### src/rtl/mux8_rr_arbiter.sv
// Round-robin arbiter/sequencer for the shared 8:1 sample mux of the sine generator.
// Source k owns mux input k+1; sel carries the binary index k of the current owner.
// Optional grant watchdog: define ARB_TIMEOUT_EN to revoke grants that are not
// accepted within TIMEOUT_CYCLES cycles (timeout tied low otherwise).
module mux8_rr_arbiter #(
  parameter int unsigned TIMEOUT_CYCLES = 16
) (
  input  logic       clk,
  input  logic       rst,
  input  logic [7:0] req,
  output logic [7:0] grant,
  output logic [2:0] sel,
  output logic       out_valid,
  input  logic       out_ready,
  output logic [7:0] done,
  output logic       timeout
);

  typedef enum logic {StIdle, StGrant} state_e;

  state_e     state_q;
  logic [2:0] rr_ptr_q;
  logic [7:0] grant_q;
  logic [2:0] sel_q;
  logic       out_valid_q;
  logic [7:0] done_q;
  logic       timeout_q;
  // One-hot of the source released last cycle; it may not win in the cycle after release.
  logic [7:0] mask_q;

  logic       idle_found;
  logic [2:0] idle_idx;
  logic       next_found;
  logic [2:0] next_idx;
  logic       to_hit;
  logic       release_now;

  // First set bit of r searching upward from p with wrap; returns {found, index}.
  function automatic logic [3:0] rr_pick(input logic [7:0] r, input logic [2:0] p);
    logic [3:0] res;
    logic [2:0] idx;
    res = 4'b0;
    // Walk from the farthest offset down so the nearest candidate is written last.
    for (int i = 7; i >= 0; i--) begin
      idx = p + 3'(i);
      if (r[idx]) res = {1'b1, idx};
    end
    return res;
  endfunction

`ifdef ARB_TIMEOUT_EN
  logic [7:0] cnt_q;
  assign to_hit = (cnt_q == 8'(TIMEOUT_CYCLES - 1));
`else
  logic unused_timeout_cfg;
  assign unused_timeout_cfg = ^TIMEOUT_CYCLES;
  assign to_hit = 1'b0;
`endif

  // Candidate winners: from IDLE (minus the just-released source) and for a back-to-back handoff.
  always_comb begin
    {idle_found, idle_idx} = rr_pick(req & ~mask_q, rr_ptr_q);
    {next_found, next_idx} = rr_pick(req & ~grant_q, sel_q + 3'd1);
    release_now = out_ready | ~req[sel_q] | to_hit;
  end

  // Arbitration FSM with registered outputs.
  always_ff @(posedge clk or posedge rst) begin
    if (rst) begin
      state_q     <= StIdle;
      rr_ptr_q    <= 3'd0;
      grant_q     <= 8'd0;
      sel_q       <= 3'd0;
      out_valid_q <= 1'b0;
      done_q      <= 8'd0;
      timeout_q   <= 1'b0;
      mask_q      <= 8'd0;
`ifdef ARB_TIMEOUT_EN
      cnt_q       <= 8'd0;
`endif
    end else begin
      done_q    <= 8'd0;
      timeout_q <= 1'b0;
      mask_q    <= 8'd0;
      unique case (state_q)
        StIdle: begin
          if (idle_found) begin
            state_q     <= StGrant;
            grant_q     <= 8'b1 << idle_idx;
            sel_q       <= idle_idx;
            out_valid_q <= 1'b1;
`ifdef ARB_TIMEOUT_EN
            cnt_q       <= 8'd0;
`endif
          end
        end
        StGrant: begin
          // Accept beats withdrawal, which beats the watchdog.
          if (out_ready) begin
            done_q <= grant_q;
          end else if (req[sel_q]) begin
            timeout_q <= to_hit;
          end
          if (release_now) begin
            rr_ptr_q <= sel_q + 3'd1;
            mask_q   <= grant_q;
            if (next_found) begin
              grant_q <= 8'b1 << next_idx;
              sel_q   <= next_idx;
`ifdef ARB_TIMEOUT_EN
              cnt_q   <= 8'd0;
`endif
            end else begin
              state_q     <= StIdle;
              grant_q     <= 8'd0;
              sel_q       <= 3'd0;
              out_valid_q <= 1'b0;
            end
          end else begin
`ifdef ARB_TIMEOUT_EN
            cnt_q <= cnt_q + 8'd1;
`endif
          end
        end
        default: state_q <= StIdle;
      endcase
    end
  end

  assign grant     = grant_q;
  assign sel       = sel_q;
  assign out_valid = out_valid_q;
  assign done      = done_q;
  assign timeout   = timeout_q;

endmodule

### config.mk
export PLATFORM = sky130hd
export DESIGN_NAME = mux8_rr_arbiter
export DESIGN_NICKNAME = d
export VERILOG_FILES = /design/src/rtl/mux8_rr_arbiter.sv
export SDC_FILE = /design/constraint.sdc
export NUM_CORES = 1
export LEC_CHECK = 0
export CORE_UTILIZATION = 61
export CTS_BUF_LIST = sky130_fd_sc_hd__clkbuf_4 sky130_fd_sc_hd__clkbuf_8
export CTS_CLUSTER_SIZE = 14
export DETAILED_ROUTE_END_ITERATION = 8
export HOLD_SLACK_MARGIN = 0.02
export PLACE_DENSITY = 0.84
export SLEW_MARGIN = 20
export SYNTH_ARGS = -nofsm -noshare
export SYNTH_HDL_FRONTEND = slang
export SYNTH_SLANG_ARGS = --single-unit
### constraint.sdc
create_clock -name clk -period 4.4 [get_ports clk]
set_input_delay 0.44 -clock clk [delete_from_list [all_inputs] [get_ports clk]]
set_output_delay 0.44 -clock clk [all_outputs]
set_load 0.01 [all_outputs]
* After elaboration in Yosys (flattened, before gate mapping) *
Index checks and enable logic that the tools add are counted.

word-level totals
  flip-flop bits (word level) = 32
  bits in latches = 0
  RAM bits = 0
  bits in read-only memories = 0
  bits of input ports = 11
  word-level logic and storage cells = 124
  memories = 0

operators by class
  add/sub/neg operators = 15
  $mul = 0
  divide/modulo/power cells = 0
  order comparisons = 17
  eq/ne operators = 3
  shifts and indexed selects = 2
  muxes and demuxes = 70
  bitwise gates (word level) = 7
  reduce and logical (&&, ||, !) cells = 3

operator list
  operator                                                    count
  less-than comparator 3 x 4 -> 1 bit, second input constant  17
  2-to-1 mux 4 bit                                            16
  2-to-1 mux 8 bit                                            7
  binary-select mux 1 bit (select 3 bit)                      17
  adder 3 bit, second input constant                          8
  2-to-1 mux 1 bit                                            23
  AND 8 bit                                                   2
  inverter 8 bit                                              2
  case mux 8 bit (2 select lines)                             1
  << shifter 1 x 3 -> 8 bit, first input constant             2
  adder 3 x 2 -> 3 bit, second input constant                 4
  adder 3 x 1 -> 3 bit, second input constant                 3
  2-to-1 mux 3 bit                                            3
  case mux 3 bit (2 select lines)                             1
  != test 2 bit, second input constant                        2
  case mux 1 bit (2 select lines)                             2
  AND reduction 2 bit                                         2
  AND reduction 3 bit                                         1
  != test 2 x 1 -> 1 bit, second input constant               1
  inverter 1 bit                                              2
  OR 1 bit                                                    1

* Logic depth before layout (Yosys ltp) *
  depth in word-level cells = 16
  mapped depth = 13
  depth with buffers taken out = 11

* Least setup slack after synthesis *
OpenSTA, ideal clock, no wires.

  kind = reg-to-reg
  start point = register sel_q[0], in the netlist sel[0]
  end point = register grant_q[2], in the netlist grant[2]
  library setup time = 0.126 ns
  arrival time = 3.017 ns
  data required time = 4.274 ns
  path slack = 1.257 ns
  cell stages (with the launch flop) = 10
  buffers on the path = 0
  period minus slack after synthesis = 3.143 ns
  cells stage by stage = dfrtp_1 inv_2 ha_1 mux4_2 mux2i_4 mux2_1 a31o_1 a21oi_1 nor3_1 a221o_1

on the way
  cells in the longest elaborated chain, start to end = 16
  elaborated cells between the ends (all ways) = 42
  those cells by class = add/sub: 8; eq/ne: 1; shift: 1; mux: 29; bitwise: 2; reduce/logical: 1

ends and longest elaborated chain
  item                                    RTL line  source
  from (decl)                             24        logic [2:0] sel_q;
  from (signal assigned)                  90        sel_q <= idle_idx;
  from (signal assigned)                  109       sel_q <= next_idx;
  adder 3 x 1 -> 3 bit                    63        {next_found, next_idx} = rr_pick(req & ~grant_q, sel_q + 3'd1);
  adder 3 bit                             45        idx = p + 3'(i);
  binary-select mux 1 bit (select 3 bit)  46        if (r[idx]) res = {1'b1, idx};
  2-to-1 mux 1 bit (not written as such)  46
  2-to-1 mux 4 bit (8 in a row)           46
  << shifter 1 x 3 -> 8 bit               108       grant_q <= 8'b1 << next_idx;
  2-to-1 mux 8 bit                        107       if (next_found) begin
  2-to-1 mux 8 bit                        104       if (release_now) begin
  case mux 8 bit (2 select lines)         85        unique case (state_q)
  to (signal assigned)                    89        grant_q <= 8'b1 << idle_idx;
  to (signal assigned)                    108
  to (decl)                               23        logic [7:0] grant_q;

Several ways; a longest one is shown, not always the timed one. The select of a mux whose other input is x is not followed.
A chain may end at the register's enable or synchronous reset.

* Final worst setup path *
  start point = register rr_ptr_q[0]
  end point = register grant_q[6], in the netlist grant[6]

on the way
  cells in the longest elaborated chain, start to end = 14
  elaborated cells between the ends (all ways) = 36
  those cells by class = add/sub: 7; eq/ne: 1; shift: 1; mux: 26; reduce/logical: 1

ends and longest elaborated chain
  item                                    RTL line  source
  from (decl)                             22        logic [2:0] rr_ptr_q;
  from (signal assigned)                  105       rr_ptr_q <= sel_q + 3'd1;
  adder 3 bit                             45
  binary-select mux 1 bit (select 3 bit)  46
  2-to-1 mux 1 bit (not written as such)  46
  2-to-1 mux 4 bit (7 in a row)           46
  2-to-1 mux 4 bit *                      46
  << shifter 1 x 3 -> 8 bit               89
  2-to-1 mux 8 bit                        87        if (idle_found) begin
  case mux 8 bit (2 select lines)         85

Every way passes the cells marked *; elsewhere a longest branch is shown, timed or not. The select of a mux whose other input is x is not followed.

==> impl_metrics.csv <==
group,metric,value,unit
grt,antenna_found_initial,0,
worst_setup_path,crit_path_start_kind,"flop",
job,drv_cap,0,
logic_synthesis,synth-edff-count,0,
clock_network,cts_buffers,5,
logic_synthesis,ys_async_sr_fraction,1.00,
place,port_buffers,30,
drt,drtIter0Drc,441,
floorplan,io_pins,32,
timing,max_freq,264,MHz
cells_and_area,nFillCells,418,
clock_network,clock_path_buffers,2,
clock_network,cts_sinks,32,
logic_synthesis,yosysUniqueCellTypes,76,
cells_and_area,n_antenna_cell,0,
worst_setup_path,cp_num_buf_inv,1,
timing,hold-worst-slack,0.491,ns
clock_network,cts_tree,"done",
cells_and_area,final_common_cell,"dfrtp_1",
logic_synthesis,synthTopCellsByArea,"dfrtp_1 23%, mux4_2 13%, mux2i_1 4.8%",
timing,max_slew_margin,0.473,
logic_synthesis,netlist_area,3520,um2
logic_synthesis,synth_fp_nets,390,
grt,overflow,0,
worst_setup_path,cpPeakStageDelay,0.62,ns
status,status,"complete, no violations",
logic_synthesis,ys_warn_count,0,
worst_setup_path,crit_required,4.57,ns
grt,grt_max_degree,33,
logic_synthesis,synth-main-ff-cell,"dfrtp_1",
cells_and_area,drive_gt1_frac,0.152,
grt,grt_usage,0.351,
timing,slew_violations,0,
timing,setup_viol,0,
worst_setup_path,path_cells,"buf_4 > ha_1 > xor2_2 > mux4_2 > nor3_1 > a41oi_2 > nor2_1 > nor2b_1 > a221o_1",
clock_network,post_cts_buffers,0,
drt,drc,0,
worst_setup_path,slowest_stage,"mux4_2",
drt,drt_pass1_iterations,5,
cells_and_area,final_util,0.714,
worst_setup_path,worst_path_dominant_cell_family,"simple AND/OR/NAND/NOR gates",
timing,finalHoldViolCount,0,
timing,finalClockSkew,0.00575,ns
place,hpwlAfterDp,7.54,mm
cells_and_area,final_cell_mix,"32 x dfrtp_1, 30 x clkdlybuf4s50_1, 29 x nor2_1",
cells_and_area,fin_nets,415,
drt,wl,10.2,mm
logic_synthesis,yosysSeqAreaShare,0.227,
place,gp_congestion,1.03,
floorplan,initial_core_util,0.636,
drt,drt-vias-per-instance,7.30,
logic_synthesis,avgSynthCellArea,9.40,um2
grt,grt_pass1_wl,16.6,mm
timing,rsz0062_at_grt,"no",
clock_network,ctsResizeCount,0,
worst_setup_path,crit_path_end_kind,"flop",
timing,finalCriticalPeriod,3.79,ns
drt,ant_nets,0,
floorplan,coreArea,5540,um2
timing,fin_crit_sh,0.860,
worst_setup_path,arrival,3.95,ns
clock_network,h-tree-depth,2,
worst_hold_path,hold_class,"reg2reg",
timing,worst_pin_slew,0.787,ns
floorplan,die_w,78.0,um
clock_network,path_clk_slew,0.07,ns
floorplan,die_h,78.0,um
clock_network,ctsHoldBuffers,0,
drt,vias,3453,
clock_network,insertion_delay,0.29,ns
logic_synthesis,ys_ff_latch,32,
worst_setup_path,path_class,"reg2reg",
timing,tns,0,ns
logic_synthesis,yosysTopAreaCellShare,0.227,
worst_setup_path,critPathMaxFanout,18,
floorplan,rows,27,
floorplan,die_area,6090,um2
drt,wire_per_inst,21.6,um
clock_network,cts_root_buffer,"clkbuf_8",
grt,grt_pass1_vias,3270,
cells_and_area,area_growth,12.2,%
logic_synthesis,yosysTopAreaCell,"dfrtp_1",
logic_synthesis,postSynthCellCount,375,
==> final timing paths <==
| check | startpoint | to | slack, ns | cells after the start |
|---|---|---|---|---|
| max in group asynchronous | rst | rr_ptr_q[2] | 3.58 | 3 |
| min | out_valid | out_valid | 0.49 | 1 |
| min in group asynchronous | rst | done[7] | 0.53 | 3 |
| min reg2reg | out_valid | out_valid | 0.49 | 1 |
| max | rr_ptr_q[0] | grant[6] | 0.61 | 9 |
| max reg2reg | rr_ptr_q[0] | grant[6] | 0.61 | 9 |
==> flip-flops by register name (all words and copies together), names as in the netlist <==
register	cells
grant	8
rr_ptr_q	3
out_valid	1
sel	3
state_q	1
done	8
mask_q	8
==> kinds of logic (layout without fill, tap and decap cells) <==
kind of cell,after synthesis,after routing,share of synthesized area
xor gates and xnor gates,8,8,0.0337
adders and majority gates,4,4,0.0142
muxes,47,47,0.221
AOI/OAI and AO/OA,100,100,0.219
other,1,1,0.00106
DFF,32,32,0.227
buffers and inverters,32,58,0.0483
and+or+nand+nor,151,151,0.236
==> metal layers <==
layer | global-route usage | up-vias | wire length [um]
li1 | - | 1494 | -
met1 | 0.475 | 1667 | 3970
met2 | 0.581 | 266 | 4950
met3 | 0.0395 | 26 | 1090
met4 | 0.137 | 0 | 212
met5 | 0 | - | 0
==> area by class of cell <==
class | instances | area (um2) | share of cell area
Clock buffer | 5 | 68.8 | 0.0174
Multi-Input combinational cell | 311 | 2550 | 0.646
Clock inverter | 3 | 42.5 | 0.0108
Inverter | 15 | 61.3 | 0.0155
Tap cell | 72 | 90.1 | 0.0228
Timing Repair Buffer | 35 | 338 | 0.0854
Sequential cell | 32 | 801 | 0.202
==> synth_stat cells (3+ instances only) <==
| library cell | n |
|---|---|
| a211oi_1 | 6 |
| a21o_1 | 5 |
| a21oi_1 | 16 |
| a221o_1 | 6 |
| a221oi_1 | 6 |
| a31oi_1 | 6 |
| and2_1 | 12 |
| and3_1 | 9 |
| buf_2 | 5 |
| buf_4 | 4 |
| clkbuf_1 | 6 |
| dfrtp_1 | 32 |
| ha_1 | 4 |
| inv_1 | 11 |
| mux2_2 | 5 |
| mux2i_1 | 17 |
| mux2i_4 | 3 |
| mux4_2 | 21 |
| nand2_1 | 20 |
| nand2b_1 | 22 |
| nand3_1 | 8 |
| nor2_1 | 29 |
| nor2b_1 | 17 |
| nor3_1 | 13 |
| nor3b_1 | 4 |
| o21a_1 | 3 |
| o21ai_0 | 12 |
| o221ai_1 | 4 |
| o22a_1 | 3 |
| o22ai_1 | 5 |
| o31ai_1 | 3 |
| or4_1 | 3 |
==> stage by stage <==
step,std cells,area (um2),worst slack (ns)
after CTS,473,3960,0.666
after global routing,473,3960,0.471
final,473,3960,0.614
after global placement,465,3840,0.705
after floorplan,375,3520,1.26
after detailed placement,465,3840,0.675
Power is left out: the tool's default activity adds up to more than one toggle a clock period on the data nets, which glitch-free logic cannot reach.
